$ cat src/rtl/lidar_header_parser.sv
// LIDAR frame header parser: decodes version/point-count header and forwards the payload.
// Optional HDR_TIMEOUT_EN macro abandons a header that stalls for TIMEOUT_CYC idle cycles.
module lidar_header_parser #(
  parameter int unsigned POINT_BYTES = 16,
  parameter logic [7:0]  MAX_VERSION = 8'h0F,
  parameter int unsigned TIMEOUT_CYC = 255
) (
  input  logic        clk,
  input  logic        rst,
  input  logic [7:0]  in_data,
  input  logic        in_valid,
  input  logic        in_sop,
  output logic        in_ready,
  output logic [7:0]  version,
  output logic [23:0] point_count,
  output logic [7:0]  header_length,
  output logic        hdr_valid,
  input  logic        hdr_ready,
  output logic        header_error,
  output logic [7:0]  out_data,
  output logic        out_valid,
  input  logic        out_ready,
  output logic        out_last,
  output logic        abort
);

  typedef enum logic [2:0] {IDLE, HDR, EMIT, PAYLOAD, DROP} state_t;

  state_t      state_q, state_d;
  logic [7:0]  version_q, version_d;
  logic [23:0] count_q, count_d;
  logic [7:0]  hdrLen_q, hdrLen_d;
  logic        err_q, err_d;
  logic [1:0]  need_q, need_d;
  logic [31:0] remain_q, remain_d;
  logic        abort_q, abort_d;
`ifdef HDR_TIMEOUT_EN
  logic [31:0] idle_q, idle_d;
`endif

  logic       byteAccept, sopAccept;
  logic       decLegal, decErr;
  logic [1:0] decNeed;
  logic [7:0] decLen;

  always_comb begin
    in_ready = 1'b0;
    case (state_q)
      IDLE, HDR, DROP: in_ready = 1'b1;
      PAYLOAD:         in_ready = out_ready;
      default:         in_ready = 1'b0;
    endcase
  end

  assign byteAccept = in_valid && in_ready;
  assign sopAccept  = byteAccept && in_sop;

  // Version decode for a freshly accepted sop byte; unsupported versions skip straight to EMIT.
  always_comb begin
    decLegal = (in_data != 8'h00) && (in_data <= MAX_VERSION);
    decErr   = 1'b1;
    decNeed  = 2'd0;
    decLen   = 8'd0;
    if (decLegal && in_data == 8'h01) begin
      decErr  = 1'b0;
      decNeed = 2'd2;
      decLen  = 8'd24;
    end else if (decLegal && in_data == 8'h02) begin
      decErr  = 1'b0;
      decNeed = 2'd3;
      decLen  = 8'd32;
    end
  end

  always_comb begin
    state_d   = state_q;
    version_d = version_q;
    count_d   = count_q;
    hdrLen_d  = hdrLen_q;
    err_d     = err_q;
    need_d    = need_q;
    remain_d  = remain_q;
    abort_d   = 1'b0;
    hdr_valid = 1'b0;
    out_valid = 1'b0;
    out_data  = 8'h00;
    out_last  = 1'b0;
    case (state_q)
      HDR: begin
        if (byteAccept && !in_sop) begin
          count_d = {count_q[15:0], in_data};
          need_d  = need_q - 2'd1;
          if (need_q == 2'd1) state_d = EMIT;
        end
      end
      EMIT: begin
        hdr_valid = 1'b1;
        if (hdr_ready) begin
          if (err_q)                 state_d = DROP;
          else if (count_q == 24'd0) state_d = IDLE;
          else begin
            state_d  = PAYLOAD;
            remain_d = 32'(count_q) * 32'(POINT_BYTES);
          end
        end
      end
      PAYLOAD: begin
        out_data  = in_data;
        out_valid = in_valid && !in_sop;
        out_last  = (remain_q == 32'd1);
        if (byteAccept && !in_sop) begin
          remain_d = remain_q - 32'd1;
          if (remain_q == 32'd1) state_d = IDLE;
        end
      end
      default: ;
    endcase

`ifdef HDR_TIMEOUT_EN
    idle_d = 32'd0;
    if (state_q == HDR && !byteAccept) begin
      idle_d = idle_q + 32'd1;
      if (idle_d >= 32'(TIMEOUT_CYC)) begin
        idle_d  = 32'd0;
        state_d = IDLE;
        abort_d = 1'b1;
      end
    end
`endif

    // A sop byte always restarts parsing; only a frame in progress counts as abandoned.
    if (sopAccept) begin
      version_d = in_data;
      count_d   = 24'd0;
      hdrLen_d  = decLen;
      err_d     = decErr;
      need_d    = decNeed;
      remain_d  = 32'd0;
      state_d   = decErr ? EMIT : HDR;
      abort_d   = (state_q == HDR) || (state_q == PAYLOAD);
    end
  end

  always_ff @(posedge clk or posedge rst) begin
    if (rst) begin
      state_q   <= IDLE;
      version_q <= 8'h00;
      count_q   <= 24'd0;
      hdrLen_q  <= 8'd0;
      err_q     <= 1'b0;
      need_q    <= 2'd0;
      remain_q  <= 32'd0;
      abort_q   <= 1'b0;
`ifdef HDR_TIMEOUT_EN
      idle_q    <= 32'd0;
`endif
    end else begin
      state_q   <= state_d;
      version_q <= version_d;
      count_q   <= count_d;
      hdrLen_q  <= hdrLen_d;
      err_q     <= err_d;
      need_q    <= need_d;
      remain_q  <= remain_d;
      abort_q   <= abort_d;
`ifdef HDR_TIMEOUT_EN
      idle_q    <= idle_d;
`endif
    end
  end

  assign version       = version_q;
  assign point_count   = count_q;
  assign header_length = hdrLen_q;
  assign header_error  = err_q;
  assign abort         = abort_q;

endmodule
$ cat config.mk
export PLATFORM = sky130hd
export DESIGN_NAME = lidar_header_parser
export DESIGN_NICKNAME = d
export VERILOG_FILES = /design/src/rtl/lidar_header_parser.sv
export SDC_FILE = /design/constraint.sdc
export NUM_CORES = 1
export LEC_CHECK = 0
export CORE_MARGIN = 5
export CORE_UTILIZATION = 35
export DETAILED_ROUTE_END_ITERATION = 16
export SLEW_MARGIN = 20
export SYNTH_ARGS = -nofsm -noshare
export SYNTH_HDL_FRONTEND = slang
export SYNTH_SLANG_ARGS = --single-unit
$ cat constraint.sdc
create_clock -name clk -period 3.6 [get_ports clk]
set_clock_uncertainty 0.2 [all_clocks]
set_input_delay 0.36 -clock clk [delete_from_list [all_inputs] [get_ports clk]]
set_output_delay 0.36 -clock clk [all_outputs]
set_load 0.03 [all_outputs]
# ---- Word-level counts from Yosys, hierarchy flattened
# Index checks and enable logic that the tools add are counted.
dict set report word_totals {
  ff_bits 79
  out_inout_bits 54
}
dict set report op_classes {
  n_eq_ne 15
  muxes 34
  add_sub_neg 2
  n_lt_le_gt_ge 1
  n_reduce_logical 20
}
# cell n
set ops {}
lappend ops {{$mux 32} 5}
lappend ops {{$mux 24} 3}
lappend ops {{$pmux 32 s2} 1}
lappend ops {{$eq 32x1->1 const B} 1}
lappend ops {{$sub 32x1->32 const B} 1}
lappend ops {{$logic_not 24->1} 1}
lappend ops {{$mux 3} 7}
lappend ops {{$ne 3x3->1 const B} 7}
lappend ops {{$mux 2} 7}
lappend ops {{$mux 6} 2}
lappend ops {{$pmux 3 s3} 1}
lappend ops {{$eq 8x1->1 const B} 1}
lappend ops {{$eq 8x2->1 const B} 1}
lappend ops {{$le 8x4->1 const B} 1}
lappend ops {{$mux 8} 1}
lappend ops {{$reduce_bool 8->1} 1}
lappend ops {{$logic_and 1x1->1} 7}
lappend ops {{$eq 3x2->1 const B} 2}
lappend ops {{$mux 1} 6}
lappend ops {{$reduce_and 6->1} 1}
lappend ops {{$reduce_and 5->1} 1}
lappend ops {{$reduce_bool 2->1} 2}
lappend ops {{$reduce_bool 4->1} 1}
lappend ops {{$eq 3x1->1 const B} 1}
lappend ops {{other kinds (10)} 10}

# ---- Longest topological paths before layout
dict set report logic_depth {
  depth_word 8
  ltp_mapped 8
  ltp_nobuf 7
}

# ---- Worst setup path before layout
# OpenSTA, ideal clock, no wires.
dict set report synth_path {
  kind {register to register}
  start {reg remain_q[12]}
  end {reg remain_q[21]}
  path_stages_with_launch 7
  path_buffers 1
  path_slack_ns 0.956
  period_less_slack_ns 2.644
  required_time_ns 3.274
  t_arrival_ns 2.318
  cell_sequence {dfrtp_1 -> or3_4 -> or4_1 -> buf_2 -> or4_4 -> o311a_1 -> a221o_1}
}
dict set report synth_between {
  elab_chain_cells 4
}
# item line_no
set synth_lines {}
lappend synth_lines {{start, declared} 35} ;# logic [31:0] remain_q, remain_d;
lappend synth_lines {{start signal, assigned} 164} ;# remain_q <= remain_d;
lappend synth_lines {{$sub 32x1->32} 112} ;# remain_d = remain_q - 32'd1;
lappend synth_lines {{$mux 32} 111} ;# if (byteAccept && !in_sop) begin
lappend synth_lines {{$pmux 32 s2} 88} ;# case (state_q)
lappend synth_lines {{$mux 32} 132} ;# if (sopAccept) begin
# No other way between the ends. The select of a mux whose other input is x is not followed.
# A chain may end at the register's enable or synchronous reset.

# ---- Worst setup path in the final report
dict set report layout_path {
  start {reg remain_q[26]}
  end {out out_last}
}
dict set report layout_between {
  elab_chain_cells 2
}
# item line_no
set layout_lines {}
lappend layout_lines {{$eq 32x1->1} 110} ;# out_last = (remain_q == 32'd1);
lappend layout_lines {{$mux 1} 88}
lappend layout_lines {{end, declared} 23} ;# output logic out_last,
# No other way between the ends.

==> impl_metrics.py <==
metrics = {
    "timing": {
        "max_clock_freq_mhz": 305.0,
        "fin_crit_sh": 0.9106,
        "tightest_slew_ps": 663.3,
        "finalCriticalPeriod_ps": 3278,
        "hold_viol_final": 0,
        "setup_viol": 0,
        "tns_ps": 0,
        "rsz0062_at_grt": "false",
        "slew_violations": 0,
        "maxSlewHeadroom": 0.5537,
    },
    "placement": {
        "io_buffers": 62,
        "place.gp.congestion": 0.8122,
        "place_hpwl_mm": 8.676,
    },
    "floorplan": {
        "dieArea_um2": 14320,
        "die_w_um": 119.7,
        "rows": 40,
        "core_area_um2": 11910,
        "ios": 68,
        "die_y_um": 119.7,
        "start_util": 0.3534,
    },
    "global_routing": {
        "antenna_found_initial": 0,
        "grt_pass1_vias": 3916,
        "grt-ovfl-total": 0,
        "grt_first_pass_wirelength_mm": 20.92,
        "grt_util_all_layers": 0.1799,
        "grt_max_degree": 74,
    },
    "finish": {
        "nFillCells": 1204,
        "drive_gt1_frac": 0.09375,
        "area_delta_synth_final_pct": 25.68,
        "most-common-layout-cells": "100 x nand2_1, 73 x dfrtp_1, 62 x clkdlybuf4s50_1",
        "final_common_cell": "nand2_1",
        "antenna_cells": 0,
        "layout.nets": 556,
    },
    "worst_setup_path": {
        "cp_max_fo": 5,
        "end_kind": "primary output",
        "cp-start-kind": "flip-flop",
        "worstPathArrival_ps": 2720,
        "required_ps": 3040,
        "criticalPathCategory": "reg2out",
    },
    "power_and_ir_drop": {
        "seqPwrFrac": 0.324,
        "intPower_mw": 2.603,
        "switching_share": 0.4547,
        "clockPowerShare": 0.177,
        "total_power_mw": 4.774,
        "p_switching_mw": 2.171,
        "worst_ir_drop_vdd_v": 0.0005052,
        "combPwrFrac": 0.499,
        "p_leak_nw": 2.360,
        "power-per-cell-area_nw_per_um2": 902.4,
    },
    "logic_synthesis": {
        "synth_ff_type": "dfrtp_1",
        "yosys_warnings": 0,
        "ys_types": 58,
        "synth-edff-count": 0,
        "async_reset_ff_frac": 1.000,
        "synth_area_um2": 4209,
        "syn_inst": 484,
        "synth.yosys.seq_area_share": 0.4340,
        "ys_ff_latch": 73,
        "syn_area_per_cell_um2": 8.696,
    },
    "clocking": {
        "clock_latency_ps": 330,
        "clockBufferDepth": 2,
        "clkSlewWorstSetupHoldPaths_ps": 60,
        "cts_root_buf": "clkbuf_16",
        "cts_tree": "built",
        "htree_levels": 3,
        "cts-resized-gates": 0,
        "ctsHoldBuffers": 0,
        "post-cts-setup-buffers": 0,
        "numCtsBuffers": 9,
        "clock_sinks": 73,
    },
    "drt": {
        "routedWlPerCell_um": 18.00,
        "drt_iter0_drc": 293,
        "vias": 3902,
        "routed_wl_mm": 12.44,
        "ant_nets": 0,
        "dr.pass1.iters": 5,
        "avgViaCountPerCell": 5.647,
        "drc": 0,
    },
    "run_status": {
        "status": "finished clean",
    },
    "flow_run": {
        "drv_cap": 0,
    },
    "hold_path": {
        "hold_class": "in2async",
    },
}
## flip-flops by register name (all words and copies together), names as in the netlist
register / flops
point_count: 24
abort: 1
header_length: 2
state_q: 3
version: 8
remain_q: 32
header_error: 1
need_q: 2
## layer usage
| metal | GRT usage | vias to the layer above | share of wire | wire length (µm) |
|---|---|---|---|---|
| met5 | 0 | - | 0 | 0 |
| li1 | - | 1877 | - | - |
| met1 | 0.2451 | 1889 | 0.45 | 5561 |
| met4 | 0.06228 | 0 | 0.014 | 171 |
| met2 | 0.2839 | 125 | 0.47 | 5810 |
| met3 | 0.03864 | 11 | 0.072 | 892 |
## logic make-up (layout without fill, tap and decap cells)
logic type	count (synthesis)	in the layout	share of synthesized area
XOR/XNOR	3	3	0.006244
flip-flops	73	73	0.4340
buffers and inverters	47	103	0.04875
other	1	5	0.0008909
AO/OA/AOI/OAI	123	123	0.2149
multiplexers	6	6	0.01516
AND/OR/NAND/NOR	228	228	0.2711
adder cells (fa/ha/maj)	3	3	0.008919
## power by group through the flow
stage	clock network [mW]	logic (mW)	registers, mW
finish	0.847	2.38	1.54
global route	0.910	2.63	1.60
CTS	0.868	2.39	1.54
detailed placement	0	2.38	1.55
global placement	0	2.36	1.54
floorplan	0	1.34	1.70
## final timing paths
kind	start	end	slack [ps]	depth (start not counted)
min in group clk	version[1]	version[1]	270	2
max in group asynchronous	rst	point_count[0]	2640	3
min reg2reg	version[1]	version[1]	270	2
max	remain_q[26]	out_last	320	5
min	rst	remain_q[21]	250	3
max reg2reg	remain_q[12]	remain_q[21]	870	5
## cell type report
| class | instances | area (µm²) | share of cell area |
|---|---|---|---|
| Timing Repair Buffer | 80 | 768.2 | 0.1452 |
| Sequential cell | 73 | 1827 | 0.3453 |
| Tap cell | 147 | 183.9 | 0.03477 |
| Inverter | 7 | 26.28 | 0.004967 |
| Multi-Input combinational cell | 368 | 2201 | 0.4160 |
| Clock buffer | 12 | 256.5 | 0.04849 |
| Clock inverter | 4 | 27.53 | 0.005203 |
## metrics by stage
step | instances | instance area [µm²] | worst slack, ps | hold slack, ps | utilization
after CTS | 691 | 5290 | 303.0 | 262.0 | 0.4441
final | 691 | 5290 | 321.7 | 247.8 | 0.4441
after global placement | 675 | 5006 | 593.3 | 261.8 | 0.4203
after detailed placement | 675 | 5006 | 535.0 | 261.4 | 0.4203
after floorplan | 488 | 4224 | 956.0 | 265.4 | -
after global routing | 691 | 5290 | 119.7 | 298.1 | 0.4441
## worst max-delay path, cell delays in order, from the launching register on
cell,delay [ps]
dfrtp_1,390
or4_1,620
nor4_1,310
nand4_1,210
nor2_1,160
clkdlybuf4s50_1,690
## cell usage after synthesis (all sizes together) (7+ instances only)
cell type | number | share of area
nand2 | 100 | 0.089
dfrtp | 73 | 0.43
o21ai | 36 | 0.043
clkbuf | 26 | 0.023
nor2 | 22 | 0.020
a221o | 18 | 0.043
nand2b | 16 | 0.024
and3 | 15 | 0.023
nor4 | 15 | 0.022
buf | 14 | 0.019
o31ai | 14 | 0.025
nor3 | 12 | 0.014
a21oi | 11 | 0.013
or3 | 9 | 0.015
inv | 7 | 0.0062
(Power assumes the default switching activity.)
